==> config.mk <==
export PLATFORM = sky130hd
export DESIGN_NAME = alu_arbiter
export DESIGN_NICKNAME = d
export VERILOG_FILES = /design/src/rtl/alu_arbiter.sv
export SDC_FILE = /design/constraint.sdc
export NUM_CORES = 1
export LEC_CHECK = 0
export BUFFER_PORTS_ARGS = -buffer_cell sky130_fd_sc_hd__buf_4
export CAP_MARGIN = 10
export CORE_AREA = 10 10 105 107
export CTS_CLUSTER_DIAMETER = 100
export CTS_CLUSTER_SIZE = 14
export DETAILED_ROUTE_END_ITERATION = 12
export DIE_AREA = 0 0 115 117
export MAX_ROUTING_LAYER = met4
export PLACE_DENSITY = 0.75
export SKIP_LAST_GASP = 1
export SYNTH_ARGS = -nofsm -noshare
export SYNTH_HDL_FRONTEND = slang
export SYNTH_SLANG_ARGS = --single-unit
==> constraint.sdc <==
create_clock -name clk -period 3.8 [get_ports clk]
set_input_delay 0.76 -clock clk [delete_from_list [all_inputs] [get_ports clk]]
set_output_delay 0.76 -clock clk [all_outputs]
set_load 0.1 [all_outputs]
==> src/rtl/alu_arbiter.sv <==
`default_nettype none
// ============================================================================
//  Module   : alu_arbiter
//  Purpose  : Round-robin sharing of one external combinational ALU between
//             two valid/ready requesters. The ALU result is captured on the
//             request handshake and held until the owner drains it.
//  Revision : 1.0  initial release
// ============================================================================
module alu_arbiter #(
   parameter int DATA_W = 32,
   parameter int CNT_W  = 16
) (
   input  logic              clk,
   input  logic              rst_n,
   input  logic [1:0]        req_valid,
   output logic [1:0]        req_ready,
   input  logic [3:0]        req_op0,
   input  logic [3:0]        req_op1,
   input  logic [DATA_W-1:0] req_a0,
   input  logic [DATA_W-1:0] req_b0,
   input  logic [DATA_W-1:0] req_a1,
   input  logic [DATA_W-1:0] req_b1,
   output logic [1:0]        rsp_valid,
   input  logic [1:0]        rsp_ready,
   output logic [DATA_W-1:0] rsp_data,
   output logic              rsp_err,
   output logic [3:0]        alu_op,
   output logic [DATA_W-1:0] alu_a,
   output logic [DATA_W-1:0] alu_b,
   input  logic [DATA_W-1:0] alu_result,
   output logic [CNT_W-1:0]  ops_done
);

   typedef enum logic [0:0] {
      IDLE = 1'b0,
      HOLD = 1'b1
   } state_e;

   // Highest legal op code (PASS_B); anything above is reported as an error.
   localparam logic [3:0] OP_LAST = 4'd10;

   state_e              state_q;
   logic                owner_q;
   logic                ptr_q;
   logic [1:0]          rsp_valid_q;
   logic [DATA_W-1:0]   rsp_data_q;
   logic                rsp_err_q;
   logic [CNT_W-1:0]    ops_done_q;
   logic [CNT_W-1:0]    ops_done_d;

   logic                grant_ok;
   logic                grant;
   logic                win;
   logic [3:0]          win_op;
   logic [DATA_W-1:0]   win_a;
   logic [DATA_W-1:0]   win_b;
   logic                win_illegal;
   logic                rsp_hs;

   // Arbitration, ALU operand steering and response-handshake detection.
   always_comb begin
      // A held response blocks new grants unless its owner drains it this cycle.
      grant_ok = (state_q == IDLE) || rsp_ready[owner_q];

      case (req_valid)
         2'b01:   win = 1'b0;
         2'b10:   win = 1'b1;
         default: win = ptr_q;
      endcase

      // No handshake can complete while reset is asserted.
      grant = rst_n && grant_ok && (req_valid != 2'b00);

      req_ready = 2'b00;
      if (grant) begin
         req_ready[win] = 1'b1;
      end

      win_op      = win ? req_op1 : req_op0;
      win_a       = win ? req_a1  : req_a0;
      win_b       = win ? req_b1  : req_b0;
      win_illegal = (win_op > OP_LAST);

      // Quiet ALU inputs when nothing is being granted.
      alu_op = grant ? win_op : 4'd0;
      alu_a  = grant ? win_a  : '0;
      alu_b  = grant ? win_b  : '0;

      rsp_hs     = |(rsp_valid_q & rsp_ready);
      ops_done_d = rsp_hs ? (ops_done_q + CNT_W'(1)) : ops_done_q;
   end

   // Response holding FSM: capture on grant, release on owner drain.
   always_ff @(posedge clk or negedge rst_n) begin
      if (!rst_n) begin
         state_q     <= IDLE;
         owner_q     <= 1'b0;
         ptr_q       <= 1'b0;
         rsp_valid_q <= 2'b00;
         rsp_data_q  <= '0;
         rsp_err_q   <= 1'b0;
         ops_done_q  <= '0;
      end else begin
         ops_done_q <= ops_done_d;
         if (grant) begin
            // New capture; also covers same-cycle drain-and-refill.
            state_q     <= HOLD;
            owner_q     <= win;
            ptr_q       <= ~win;
            rsp_valid_q <= win ? 2'b10 : 2'b01;
            rsp_data_q  <= win_illegal ? '0 : alu_result;
            rsp_err_q   <= win_illegal;
         end else if ((state_q == HOLD) && rsp_ready[owner_q]) begin
            // Drained with nothing behind it; data keeps its last value.
            state_q     <= IDLE;
            rsp_valid_q <= 2'b00;
            rsp_err_q   <= 1'b0;
         end
      end
   end

   assign rsp_valid = rsp_valid_q;
   assign rsp_data  = rsp_data_q;
   assign rsp_err   = rsp_err_q;
   assign ops_done  = ops_done_q;

endmodule
`default_nettype wire
* Word level (Yosys, flattened, before mapping) *
Index checks and enable logic that the tools add are counted.

storage, ports and cells
  flip-flop bits (word level) = 54
  input port bits = 174
  output and inout bits = 121
  word-level logic and storage cells = 44

operators by class
  $add $sub $neg = 1
  order comparisons = 4
  equal/unequal tests = 2
  muxes and demuxes = 19
  bitwise operators = 3
  reduce and logical (&&, ||, !) cells = 8

operators with widths
  cell                                                                          number
  32-bit two-way mux                                                            5
  16-bit by 1-bit adder with 16-bit output, second input constant               1
  2-bit two-way mux                                                             4
  4-bit two-way mux                                                             2
  1-bit two-way mux                                                             6
  4-bit greater-than comparator, second input constant                          1
  1-bit logical AND                                                             4
  1-bit by 2-bit less-than comparator with 1-bit output, second input constant  2
  2-bit nonzero test                                                            2
  2-bit bitwise AND                                                             1
  2-bit by 1-bit == test with 1-bit output, second input constant               1
  2-bit == test, second input constant                                          1
  1-bit inverter                                                                2
  1-bit case mux with 2 select lines                                            1
  2-bit OR reduction                                                            1
  1-bit demux with 1-bit select                                                 1
  1-bit greater-or-equal comparator, second input constant                      1
  1-bit logical OR                                                              1

* Logic depth before layout (Yosys ltp) *
  depth in word-level cells = 7
  gate-level depth with buffers = 8
  gate-level depth less buffers = 6

* Least setup slack after synthesis *
No wires, ideal clock.

  path kind = input to output
  from = input req_valid[0]
  to = output alu_b[21]
  arrival time = 3.421 ns
  slack = -0.381 ns
  cell stages on the path = 7
  cell sequence = inv_1 > ha_1 > mux2i_2 > buf_2 > buf_2 > nand2_1 > a21oi_1

between the ends
  longest elaborated chain between the ends = 4
  elaborated cells between the ends (all ways) = 7
  those cells by class = eq/ne: 2; mux: 3; reduce/logical: 2

RTL lines
  element                                                                    line  text
  from (decl)                                                                15    input logic [1:0] req_valid,
  2-bit == test or 2-bit by 1-bit == test with 1-bit output (tied branches)  65    case (req_valid)
  1-bit case mux with 2 select lines                                         65
  32-bit two-way mux                                                         81    win_b = win ? req_b1 : req_b0;
  32-bit two-way mux *                                                       87    alu_b = grant ? win_b : '0;
  to (decl)                                                                  29    output logic [DATA_W-1:0] alu_b,

Mark *: on every way between the ends. The rest lies on a longest branch, timed or not.

* Worst setup path in the final report *
  from = input req_valid[0]
  to = output alu_b[0]

The elaborated chain is that of the path after synthesis.

==> flow_metrics.py <==
metrics = {
    "outcome": {
        "outcome": "complete, no violations",
    },
    "job": {
        "timing.max_cap.violations": 0,
    },
    "clock_tree": {
        "cts-buffers-inserted": 5,
        "clock_tree.buffer_depth": 2,
        "clk_latency_ps": 310,
        "post-cts-setup-buffers": 0,
        "clock_tree_from_tritoncts": "built",
        "path_clk_slew_ps": 90,
        "numClockSinks": 54,
        "post_cts.resized_instances": 0,
        "clk_root_buffer_cell": "sky130_fd_sc_hd__clkbuf_8",
        "hold_buffers": 0,
        "h-tree-depth": 2,
    },
    "layout": {
        "area_growth_pct": 85.5,
        "drive_gt1_frac": 0.572,
        "fin_area_um2": 5810,
        "final_cell_utilization_of_the_core": 0.644,
        "antenna_diode_instance_count": 0,
        "nets": 847,
        "post_layout_nonfiller_instances": 782,
    },
    "yosys": {
        "yosys_warnings": 0,
        "main_combinational_cell_family_by_area_after_synthesis": "simple AND/OR/NAND/NOR gates",
        "ys_seq_area_frac": 0.431,
        "synthAdderAreaFrac": 0.0120,
        "async_flop_share": 1.00,
        "yosys.cell_count.top_type": "sky130_fd_sc_hd__nand2_1",
        "synth_simple_gate_area_share": 0.224,
        "syn_area_per_cell_um2": 7.99,
        "synth_enable_flop_cells": 0,
        "ranking_of_synthesized_cells_by_area": "sky130_fd_sc_hd__dfrtp_1 (43%), sky130_fd_sc_hd__nand2_1 (18%), sky130_fd_sc_hd__a21oi_1 (11%), sky130_fd_sc_hd__a22o_1 (9.2%), sky130_fd_sc_hd__xnor2_1 (3.6%)",
        "synth_area_um2": 3130,
        "ys_seq_elements": 54,
        "synth.mux.area_fraction": 0.0160,
        "ys_types": 28,
        "netlist.area_leader.share": 0.431,
        "synth-xor-area-share": 0.0419,
        "synth-compound-area-share": 0.219,
        "ys_top_cells_by_count": "sky130_fd_sc_hd__nand2_1 (150), sky130_fd_sc_hd__a21oi_1 (71), sky130_fd_sc_hd__dfrtp_1 (54)",
        "yosysTopAreaCell": "sky130_fd_sc_hd__dfrtp_1",
        "netlist_instances": 392,
        "postSynth.topFlopCell": "sky130_fd_sc_hd__dfrtp_1",
        "synth.net_count": 569,
    },
    "worst_hold_path": {
        "worst_hold_startpoint": "rsp_err",
        "hold_class": "reg -> reg",
    },
    "route": {
        "via_per_inst": 5.03,
        "first_iter_violations": 256,
        "final_antenna_net_count": 0,
        "post-route-drc-count": 0,
        "vias": 3934,
        "wl_per_cell_um": 19.8,
        "first_pass_iters": 5,
        "wl_um": 15500,
    },
    "place": {
        "place.detailed.hpwl_um": 12900,
        "gpl.final_weighted_congestion": 0.942,
        "place.detailed.instances": 774,
        "detailed_place.area_um2": 5700,
        "io_buffer_count": 294,
    },
    "critical_path": {
        "worstSetupPathType": "in -> out",
        "timing.critical_path.from": "req_valid[0]",
        "critPathArrivalTime_ps": 2630,
        "cp_max_fo": 70,
        "setup.worst_path.end_class": "output pin",
        "cp_data_required_time_ps": 3040,
        "worst_setup_path_start_kind": "primary input",
        "worstReg2RegStart": "ptr_q",
    },
    "floorplanning": {
        "io_pins": 295,
        "floorplan.core_area_um2": 9020,
        "floorplan_row_count": 35,
        "horizontal_extent_of_the_die_um": 115,
        "fp.dieH_um": 117,
        "initial_core_util": 0.347,
        "die_area_um2": 13500,
    },
    "sta": {
        "timing.hold.ws_ps": 491,
        "report.final.setup_viol": 0,
        "clock.fmax_ghz": 0.295,
        "timing.setup.tns_ps": 0,
        "final.setup_skew_ps": 13.4,
        "rsz0062_at_grt": "no",
        "max_slew.worst_pin.slew_ps": 709,
        "final.period_utilization": 0.891,
        "final_period_minus_worst_setup_slack_ps": 3390,
        "max_slew_violation_count": 0,
        "max-slew-margin-rel": 0.527,
        "finalHoldViolations": 0,
    },
    "grt": {
        "global_route.peak_usage_layer": "met2",
        "grt_antenna_before_repair": 0,
        "grt_remaining_overflow": 0,
        "groute.usage.overall": 0.221,
        "use_met3": 0.0836,
        "grt_first_pass_wirelength_um": 22700,
        "first_global_vias": 4078,
        "maximum_number_of_pins_on_one_net_before_global_route_repair": 71,
        "use_met1": 0.237,
        "groute.layer.met2.usage": 0.372,
    },
    "power_and_ir_drop": {
        "power.static_leakage_nw": 2.99,
        "power_per_cell_area_nw_per_um2": 689,
        "peakVddDrop_mv": 0.312,
    },
}
-- stage by stage --
stage                     setup slack, ps  power (W)
final                                 413    0.00400
after global routing                  252    0.00418
after CTS                             417    0.00403
after detailed placement              425    0.00363
after global placement                453    0.00361
after floorplan                      53.1    0.00296
-- critical path, stage by stage --
cell	delay, ps
sky130_fd_sc_hd__buf_4	80
sky130_fd_sc_hd__inv_1	50
sky130_fd_sc_hd__ha_1	360
sky130_fd_sc_hd__mux2_4	700
sky130_fd_sc_hd__nand2_1	180
sky130_fd_sc_hd__a21oi_2	170
sky130_fd_sc_hd__buf_4	300
-- layout make-up --
class	count	area, µm²
Sequential cell	54	1350
Multi-Input combinational cell	304	1880
Timing Repair Buffer	301	2310
Tap cell	111	139
Clock inverter	3	47.5
Clock buffer	5	68.8
Inverter	4	15.0
Fill cell	762	3210
-- per-layer routing --
| layer | routed length, µm | vias up |
|---|---|---|
| met5 | 0 | - |
| met4 | 409 | 0 |
| met3 | 1480 | 28 |
| met2 | 7880 | 188 |
| met1 | 5710 | 1844 |
| li1 | - | 1874 |
-- placed cells by master (no fill, tap or decap), types with 3 or more instances in the layout --
cell                       count
sky130_fd_sc_hd__buf_12        4
sky130_fd_sc_hd__nand3_1       5
sky130_fd_sc_hd__nand4_1       4
sky130_fd_sc_hd__clkbuf_8      5
sky130_fd_sc_hd__nor2_1        5
sky130_fd_sc_hd__xnor2_1      13
sky130_fd_sc_hd__ha_1          3
sky130_fd_sc_hd__a21o_1        3
sky130_fd_sc_hd__dfrtp_1      54
sky130_fd_sc_hd__buf_4       297
sky130_fd_sc_hd__a21oi_2      68
sky130_fd_sc_hd__a22o_1       33
sky130_fd_sc_hd__inv_1         4
sky130_fd_sc_hd__nand2_1     150
sky130_fd_sc_hd__a21oi_1       3
-- power by group --
group	switching [W]	leakage, nW	total [W]	internal (W)
logic	0.00216	2.24	0.00279	0.000636
clock network	0.000193	0.0587	0.000393	0.000200
registers	0.000108	0.697	0.000819	0.000711
-- final timing paths --
kind,slack (ps),cells after the start,to
max,410,7,alu_b[0]
min,490,2,rsp_err
max reg2reg,1760,5,rsp_data[4]
min reg2reg,490,2,rsp_err
max in group asynchronous,2790,2,rsp_data[27]
min in group asynchronous,580,2,ops_done[2]
-- kinds of logic after synthesis --
logic type | Yosys count
and+or+nand+nor | 172
xor gates and xnor gates | 15
AOI/OAI and AO/OA | 110
buffers and inverters | 34
adders and majority gates | 3
DFF | 54
muxes | 4
-- registers in the layout (all words and copies together), names as in the netlist --
register,cells
ops_done,16
state_q,1
rsp_data,32
rsp_err,1
owner_q,1
rsp_valid,2
ptr_q,1
Power figures use the tool's default switching activity.
